[config.mk]
export PLATFORM = sky130hd
export DESIGN_NAME = instruction_memory_loadable
export DESIGN_NICKNAME = d
export VERILOG_FILES = /design/src/rtl/instruction_memory_loadable.sv
export SDC_FILE = /design/constraint.sdc
export NUM_CORES = 1
export LEC_CHECK = 0
export ABC_AREA = 1
export CAP_MARGIN = 10
export CORE_MARGIN = 10
export CORE_UTILIZATION = 30
export CTS_BUF_LIST = sky130_fd_sc_hd__clkbuf_4 sky130_fd_sc_hd__clkbuf_8
export DETAILED_ROUTE_END_ITERATION = 6
export PLACE_DENSITY = 0.47
export SLEW_MARGIN = 20
export SYNTH_ARGS = -nofsm -noshare
export SYNTH_HDL_FRONTEND = slang
export SYNTH_SLANG_ARGS = --single-unit
[constraint.sdc]
create_clock -name clk -period 6.3 [get_ports clk]
set_input_delay 0.63 -clock clk [delete_from_list [all_inputs] [get_ports clk]]
set_output_delay 0.63 -clock clk [all_outputs]
set_load 0.02 [all_outputs]
[src/rtl/instruction_memory_loadable.sv]
// Run-time loadable instruction store: clear, length-prefixed load over
// valid/ready, then registered single-cycle fetches while idle.
module instruction_memory_loadable #(
  parameter int                    ADDR_WIDTH = 5,
  parameter int                    DATA_WIDTH = 8,
  parameter int                    DEPTH      = 32,
  parameter logic [DATA_WIDTH-1:0] FILL_VALUE = '0
) (
  input  logic                  clk,
  input  logic                  rst_n,
  input  logic                  load_start,
  input  logic                  ld_valid,
  input  logic [DATA_WIDTH-1:0] ld_data,
  output logic                  ld_ready,
  output logic                  load_busy,
  output logic                  load_done,
  output logic                  load_err,
  input  logic                  fetch_en,
  input  logic [ADDR_WIDTH-1:0] fetch_addr,
  output logic [DATA_WIDTH-1:0] fetch_data,
  output logic                  fetch_valid
);

  // Counter wide enough to count past both DEPTH and any length word.
  localparam int CW = ((ADDR_WIDTH > DATA_WIDTH) ? ADDR_WIDTH : DATA_WIDTH) + 1;
  localparam logic [CW-1:0] DEPTH_C = CW'(DEPTH);
  localparam logic [CW-1:0] LAST_C  = CW'(DEPTH - 1);

  typedef enum logic [1:0] {IDLE, CLEAR, LOAD_LEN, LOAD_DATA} state_t;

  state_t                  state, state_next;
  logic [CW-1:0]           cnt, cnt_next;
  logic [DATA_WIDTH-1:0]   n_len, n_next;
  logic                    err_next, done_next;
  logic                    xfer;
  logic                    mem_we;
  logic [ADDR_WIDTH-1:0]   mem_waddr;
  logic [DATA_WIDTH-1:0]   mem_wdata;
  logic                    fetch_go;

  logic [DATA_WIDTH-1:0]   mem [DEPTH];

  // Next-state, counter and write-port decode; load_start overrides every state.
  always_comb begin
    state_next = state;
    cnt_next   = cnt;
    n_next     = n_len;
    err_next   = load_err;
    done_next  = 1'b0;
    mem_we     = 1'b0;
    mem_wdata  = FILL_VALUE;
    mem_waddr  = cnt[ADDR_WIDTH-1:0];
    ld_ready   = (state == LOAD_LEN) || (state == LOAD_DATA);
    load_busy  = (state != IDLE);
    xfer       = ld_valid && ld_ready;
    fetch_go   = (state == IDLE) && fetch_en && !load_start;
    if (load_start) begin
      state_next = CLEAR;
      cnt_next   = '0;
      err_next   = 1'b0;
    end else begin
      unique case (state)
        IDLE: ;
        CLEAR: begin
          mem_we = 1'b1;
          if (cnt == LAST_C) begin
            state_next = LOAD_LEN;
            cnt_next   = '0;
          end else begin
            cnt_next = cnt + CW'(1);
          end
        end
        LOAD_LEN: begin
          if (xfer) begin
            n_next   = ld_data;
            cnt_next = '0;
            if (CW'(ld_data) > DEPTH_C) err_next = 1'b1;
            if (ld_data == '0) begin
              state_next = IDLE;
              done_next  = 1'b1;
            end else begin
              state_next = LOAD_DATA;
            end
          end
        end
        LOAD_DATA: begin
          if (xfer) begin
            // Words beyond DEPTH are accepted but dropped.
            if (cnt < DEPTH_C) begin
              mem_we    = 1'b1;
              mem_wdata = ld_data;
            end
            if (cnt + CW'(1) == CW'(n_len)) begin
              state_next = IDLE;
              done_next  = 1'b1;
            end else begin
              cnt_next = cnt + CW'(1);
            end
          end
        end
        default: state_next = IDLE;
      endcase
    end
  end

  // Control registers and registered fetch port.
  always_ff @(posedge clk or negedge rst_n) begin
    if (!rst_n) begin
      state       <= IDLE;
      cnt         <= '0;
      n_len       <= '0;
      load_err    <= 1'b0;
      load_done   <= 1'b0;
      fetch_valid <= 1'b0;
      fetch_data  <= FILL_VALUE;
    end else begin
      state       <= state_next;
      cnt         <= cnt_next;
      n_len       <= n_next;
      load_err    <= err_next;
      load_done   <= done_next;
      fetch_valid <= fetch_go;
      if (fetch_go)
        fetch_data <= (CW'(fetch_addr) < DEPTH_C) ? mem[fetch_addr] : FILL_VALUE;
    end
  end

  // Storage array; deliberately not reset so a reset keeps partial contents.
  always_ff @(posedge clk) begin
    if (mem_we) mem[mem_waddr] <= mem_wdata;
  end

endmodule

* Word-level counts from Yosys, hierarchy flattened *
Memory sizes are Yosys's and may differ from the RTL's. A register that Yosys moved wholly into a read port is not among the register bits.
Index checks and enable logic that the tools add are counted.

storage, ports and cells
  bits of input ports = 18
  bits in read-only memories = 0
  memories kept = 1
  memory bits (writable) = 256
  output and inout port bits = 13
  logic and storage cells = 71
  bits in latches = 0
  register bits after elaboration = 22

operators by class
  equal/unequal tests = 10
  reductions and logical operators = 17
  multiply operators = 0
  bitwise gates (word level) = 1
  $add $sub $neg = 1
  muxes and demuxes = 33
  shift-type cells = 0
  divide/modulo/power cells = 0
  order comparisons = 2

memory list
  name  depth  width  rd ports  clocked after memory_dff  write ports  line  RTL
  mem   32     8      1         1                         1            41    logic [DATA_WIDTH-1:0] mem [DEPTH];

operators by type and width
  cell                                                                             count
  9-bit two-way mux                                                                5
  8-bit two-way mux                                                                4
  9-bit one-hot mux with 3 select lines                                            1
  1-bit two-way mux                                                                14
  2-bit two-way mux                                                                6
  3-bit inequality test, second input constant                                     4
  9-bit by 1-bit adder with 9-bit output, second input constant                    1
  9-bit by 5-bit equality test with 1-bit output, second input constant            1
  9-bit by 8-bit equality test with 1-bit output                                   1
  9-bit by 6-bit less-than comparator with 1-bit output, second input constant     1
  8-bit by 6-bit greater-than comparator with 1-bit output, second input constant  1
  8-bit zero test                                                                  1
  2-bit nonzero test                                                               4
  2-bit one-hot mux with 3 select lines                                            1
  3-bit AND reduction                                                              2
  5-bit AND reduction                                                              1
  2-bit equality test, second input constant                                       2
  1-bit one-hot mux with 2 select lines                                            2
  4-bit AND reduction                                                              1
  4-bit nonzero test                                                               1
  1-bit logical AND                                                                3
  3-bit by 2-bit inequality test with 1-bit output, second input constant          1
  2-bit by 1-bit equality test with 1-bit output, second input constant            1
  1-bit zero test                                                                  2
  other kinds (3)                                                                  3

* Longest topological paths before layout *
Gate-level depths: netlist (run 1).

  word-level depth = 8
  mapped depth = 14
  depth with buffers taken out = 14

* Worst setup path before layout (run 1) *
Ideal clock, no wire load.

  path kind = input port to flip-flop
  from = input ld_valid
  to = memory mem[0][0] (data pin)
  setup slack = 4.092 ns
  data required time = 5.949 ns
  setup time = 0.351 ns
  arrival time = 1.856 ns
  cell stages on the path = 4
  buffers on the path = 0
  cells stage by stage = nand2_1 nor3_1 nand2_1 nor2_1

between the ends
  word-level cells in the longest chain between the ends = 4

ends and longest elaborated chain
  what                    line  RTL
  start, declared         12    input logic ld_valid,
  1-bit logical AND       55    xfer = ld_valid && ld_ready;
  8-bit two-way mux       87    if (xfer) begin
  8-bit two-way mux       62    unique case (state)
  8-bit two-way mux       57    if (load_start) begin
  named net mem_wdata[0]  38    logic [DATA_WIDTH-1:0] mem_wdata;
  end, declared           41

The timed path passes the listed nets, and every way through them passes these cells.

* Worst setup path after layout (run 1) *
  from = register state[1]
  to = memory mem[23][3], enable pin

between the ends
  word-level cells in the longest chain between the ends = 8
  elaborated cells on any way between the ends = 10
  those cells by class = eq/ne (3); mux (5); reduce/logical (2)

ends and longest elaborated chain
  what                                       line    RTL
  start, declared                            31      state_t state, state_next;
  start signal, assigned                     117     state <= state_next;
  2-bit equality test (on tied branches)     53, 62
  1-bit logical OR                           53      ld_ready = (state == LOAD_LEN) || (state == LOAD_DATA);
  1-bit logical AND                          55
  1-bit two-way mux                          87
  1-bit one-hot mux with 2 select lines *    62
  1-bit two-way mux *                        57
  1-bit two-way mux *                        130     if (mem_we) mem[mem_waddr] <= mem_wdata;
  1-bit two-way mux (implied by the code) *  130

Every way passes the cells marked *; elsewhere a longest branch is shown, timed or not.

==> impl_metrics.toml, run 1 <==
[cells_and_area]
fill_cells = 4012
nNetsFinal = 1140
n_antenna_cell = 0
drive_above_1_share_pct = 9.870
area_delta_synth_final_pct = 14.26

[synthesis]
ys.flop_type = "edfxtp_1"
syn_area_um2 = 12000
synthSimpleGateAreaFrac_pct = 16.18
syn_inst = 1082
syn_nets = 1104
avgSynthCellArea_um2 = 11.09
ys_types = 34
synth_largest_area_cell = "edfxtp_1"
synth_seq_cells = 286
synth.area.top_cells = "edfxtp_1, nand2_1, dfrtp_1, nor2_1, o21ai_0"
synth_warnings = 0
synthAdderAreaFrac_pct = 0.4170
synth_top_family_by_area = "simple AND/OR/NAND/NOR gates"
netlist_top_cells_count = "edfxtp_1, nand2_1, nor2_1"
yosysMostFrequentCell = "edfxtp_1"
synth_top_area_share_pct = 64.05
async_flop_share_pct = 10.49
synth_compound_area_share_pct = 9.590
synth_edf_count = 256
synthMuxAreaShare_pct = 0
synth-xor-area-share_pct = 0.1459
seq_area_frac_synth_pct = 70.30

[setup_path]
path_cells = "nand2_1 -> nor3_1 -> o21ai_0 -> inv_1 -> nand2_1 -> nor2_1"
startpoint_type = "flop"
worstPathArrival_ns = 3.00
r2r_start = "state[1]$_DFFE_PN0P_"
crit_required_ns = 6.48
crit_path_max_incr_delay_ns = 0.80
critical_path_buf_inv_count = 1
cp-end-kind = "flop"
slowest_stage = "nor2_1"
crit_family = "simple AND/OR/NAND/NOR gates"
cpMostUsedCell = "nand2_1"
startpoint = "state[1]$_DFFE_PN0P_"
cp_max_fo = 8
path_class = "reg2reg"

[clock_tree]
clkSinkCount = 286
cts_hold_buf = 0
h-tree-depth = 2
clkTransAtPathRegs_ns = 0.06
clock_latency_ns = 0.57
cts_buffers = 48
clockBufferDepth = 3
ctsResizeCount = 0
ctsRootBufferMaster = "clkbuf_8"
postCtsSetupBuffers = 0
cts_tree = "built"

[power]
vdd_drop_max_uv = 163.3
leakage_nw = 4.864
p_per_area_nw_per_um2 = 318.4

[timing]
rsz0062_at_grt = "false"
holdWs_ns = 0.1498
finalSetupViolCount = 0
fin_worst_skew_ns = 0.02927
period_share_pct = 44.65
maxSlewHeadroom_pct = 37.35
finalMaxSlewViolations = 0
final.setup.tns_ns = 0
period_needed_ns = 2.813
worst_pin_slew_ns = 0.9398
final_hold_viol_count = 0
clock.fmax_mhz = 355.5

[detailed_routing]
dr.pass1.iters = 5
drtIter0Drc = 638
drc_errors = 0
vias = 7979
wirelength_mm = 31.43
final_antenna_net_count = 0
vias_per_cell = 4.749
wire_per_inst_um = 18.71

[floorplanning]
pin_count = 31
core.rowCount = 73
coreArea_um2 = 39640
start_util_pct = 30.28
die_area_um2 = 48410
die_y_um = 220.0
fp.dieW_um = 220.0

[grt]
antenna_found_initial = 0
grt_overflow = 0
grt_usage_pct = 12.98
grt_pass1_vias = 7846
grt_pass1_wl_mm = 48.12
grt_max_degree = 72

[status]
outcome = "complete, no violations"

[place]
io_buffers = 30
gp_congestion = 0.7897
hpwlAfterDp_mm = 19.08

[hold_path]
hold_path_class = "in2async"

[run]
drv_cap = 0
[kinds of logic (layout without fill, tap and decap cells)]
logic type / count (synthesis) / in the layout
buffers and inverters: 99 / 172
AND/OR/NAND/NOR: 480 / 480
XOR/XNOR: 2 / 2
flip-flops: 286 / 286
AO/OA/AOI/OAI: 211 / 211
adder cells (fa/ha/maj): 4 / 4
[report_power, final]
part	internal, mW	switching, mW
Sequential	2.14	0.0869
Combinational	0.198	0.385
Clock	0.822	0.732
Total	3.16	1.20
[through the flow]
step	instance area [um2]	worst slack (ns)	instances	utilization (%)	power (mW)
6_report	13710	3.487	1680	34.60	4.367
5_1_grt	13710	3.182	1680	34.60	4.591
4_1_cts	13710	3.494	1680	34.59	4.424
3_5_place_dp	12820	3.013	1593	32.34	2.864
3_3_place_gp	12820	2.937	1593	32.34	2.866
2_1_floorplan	12000	4.092	1082	-	2.613
[layout make-up]
type	instances	area [um2]	area share, %
Multi-Input combinational cell	697	3181	23.19
Clock inverter	23	93.84	0.6842
Tap cell	525	656.9	4.790
Inverter	42	160.2	1.168
Sequential cell	286	8438	61.53
Timing Repair Buffer	43	385.4	2.810
Clock buffer	64	799.5	5.830
[placed cells by master, fill, tap and decap left out, types with 8 or more instances in the layout]
master	instances
nand2_1	222
nand3_1	51
clkbuf_8	51
clkdlybuf4s50_1	27
clkbuf_4	13
clkinv_2	8
inv_1	33
nor2_2	10
clkinv_1	19
nor2_1	180
o21ai_0	138
dfrtp_1	30
o22ai_1	64
buf_4	14
edfxtp_1	256
[worst paths after layout]
path	cells after the start	end	slack, ns
min	1	cnt[6]$_DFFE_PN0P_	0.15
max	6	mem[23][3]$_DFFE_PP_	3.49
min in group clk	2	load_err$_DFFE_PN0P_	0.50
max reg2reg	6	mem[23][3]$_DFFE_PP_	3.49
max in group asynchronous	1	fetch_data[7]$_DFFE_PN0P_	5.62
min reg2reg	2	load_err$_DFFE_PN0P_	0.50
[registers in the layout (all words and copies together) (netlist names)]
signal       count
cnt              9
fetch_data       8
fetch_valid      1
load_done        1
load_err         1
mem            256
n_len            8
state            2
[per-layer routing]
layer	vias up	share of wire [%]	track usage, %
li1	3864	-	-
met1	3837	48	18.50
met2	229	45	19.80
met3	49	4.9	2.166
met4	0	2.0	3.972
met5	-	0	0
No activity file was read; power rests on OpenSTA's default activity.
==> run 2: changes to the inputs <==
==> constraint.sdc (replaced) <==
create_clock -name clk -period 2.9 [get_ports clk]
set_input_delay 0.29 -clock clk [delete_from_list [all_inputs] [get_ports clk]]
set_output_delay 0.29 -clock clk [all_outputs]
set_load 0.02 [all_outputs]
==> impl_metrics.toml, run 2 (synthesis results as in run 1) <==
[status]
outcome = "complete, no violations"

[floorplanning]
fp.dieW_um = 220.0
die_y_um = 220.0
coreArea_um2 = 39640
pin_count = 31
die_area_um2 = 48410
core.rowCount = 73
start_util_pct = 30.28

[setup_path]
startpoint_type = "flop"
cp-end-kind = "flop"
crit_required_ns = 3.17
path_class = "reg2reg"
cp_max_fo = 8
worstPathArrival_ns = 2.61

[power]
combPwrFrac_pct = 13.0
leakage_nw = 5.250
p_int_mw = 7.616
clkPwrFrac_pct = 40.3
vdd_drop_max_uv = 428.7
p_per_area_nw_per_um2 = 716.7
swShare_pct = 26.02
power.total_mw = 10.29
p_sw_mw = 2.678
p_seq_share_pct = 46.7

[clock_tree]
cts_tree = "built"
clock_latency_ns = 0.59
cts_hold_buf = 1
ctsResizeCount = 0
clockBufferDepth = 3
clkTransAtPathRegs_ns = 0.06
ctsRootBufferMaster = "clkbuf_8"
cts_buffers = 50
clkSinkCount = 286
h-tree-depth = 2
postCtsSetupBuffers = 0

[grt]
grt_pass1_vias = 8203
antenna_found_initial = 0
grt_overflow = 0
grt_pass1_wl_mm = 50.72
grt_usage_pct = 13.78
grt_max_degree = 129

[cells_and_area]
final_common_cell = "edfxtp_1"
n_antenna_cell = 0
nNetsFinal = 1178
fin_cells = 1722
largest_reg_flops = 256
drive_above_1_share_pct = 13.37
reg_top3 = "mem (256), cnt (9)"
regMostFlops = "mem"
layout_common_cells = "edfxtp_1, nand2_1, nor2_1, o21ai_0, o22ai_1"
area_delta_synth_final_pct = 19.67

[timing]
fin_worst_skew_ns = 0.02861
period_needed_ns = 2.345
rsz0062_at_grt = "false"
worst_pin_slew_ns = 0.8921
finalSetupViolCount = 0
final.setup.tns_ns = 0
clock.fmax_mhz = 426.4
period_share_pct = 80.86
finalMaxSlewViolations = 0
final_hold_viol_count = 0
maxSlewHeadroom_pct = 40.53

[place]
hpwlAfterDp_mm = 20.38
dp_cells = 1628
io_buffers = 30
gp_congestion = 0.8356

[detailed_routing]
drtIter0Drc = 678
vias_per_cell = 4.811
final_antenna_net_count = 0
wire_per_inst_um = 19.31
dr.pass1.iters = 5
vias = 8285
drc_errors = 0
wirelength_mm = 33.26

[run]
drv_cap = 0

[hold_path]
hold_path_class = "in2reg"
## run 2: per-stage QoR
step | setup WS, ns | hold WS, ns | instance area, um2 | utilization, %
final | 0.5550 | 0.3482 | 14360 | 36.24
after global routing | 0.3681 | 0.3510 | 14360 | 36.24
after CTS | 0.5681 | 0.3113 | 14360 | 36.24
after detailed placement | 0.3940 | 0.4567 | 13220 | 33.35
after global placement | 0.4019 | 0.4667 | 13220 | 33.35
after floorplan | 0.8204 | -0.005591 | 12000 | -
## run 2: final timing paths
| check | start | to | slack (ns) | cells after the start |
|---|---|---|---|---|
| worst max-delay path | state[1]$_DFFE_PN0P_ | mem[23][1]$_DFFE_PP_ | 0.56 | 7 |
| worst min-delay path | ld_data[2] | n_len[2]$_DFFE_PN0P_ | 0.35 | 3 |
| worst max register to register | state[1]$_DFFE_PN0P_ | mem[23][1]$_DFFE_PP_ | 0.56 | 7 |
| worst min register to register | fetch_data[7]$_DFFE_PN0P_ | fetch_data[7]$_DFFE_PN0P_ | 0.49 | 2 |
| max in group asynchronous | rst_n | fetch_data[0]$_DFFE_PN0P_ | 1.95 | 2 |
| min in group asynchronous | rst_n | n_len[5]$_DFFE_PN0P_ | 0.38 | 2 |
## run 2: power by group through the flow
| stage | Sequential (mW) | Clock [mW] | Combinational [mW] |
|---|---|---|---|
| floorplan | 4.92 | 0 | 0.761 |
| global placement | 4.90 | 0 | 1.34 |
| detailed placement | 4.90 | 0 | 1.35 |
| CTS | 4.81 | 4.25 | 1.35 |
| global route | 4.83 | 4.46 | 1.49 |
| finish | 4.81 | 4.15 | 1.33 |
## run 2: layout make-up
type	count	area [um2]
clock buffers	72	884.6
clock inverters	21	249.0
fillers	3976	25280
inverters	42	158.9
multi-input cells	697	3181
flip-flops and latches	286	8438
well taps	525	656.9
repair buffers	79	795.8
## run 2: worst max-delay path: stages (launching register included)
cell and delay, ns:
dfrtp_1 0.49, nand2_1 0.14, nor3_1 0.25, o21ai_0 0.19, inv_1 0.15, nand2_1 0.37
nor2_1 0.24, buf_4 0.21
## run 2: layer usage
metal	part of all wire (%)	track usage [%]
met1	47	19.56
met2	45	21.26
met3	5.0	2.166
met4	2.4	4.154
met5	0	0
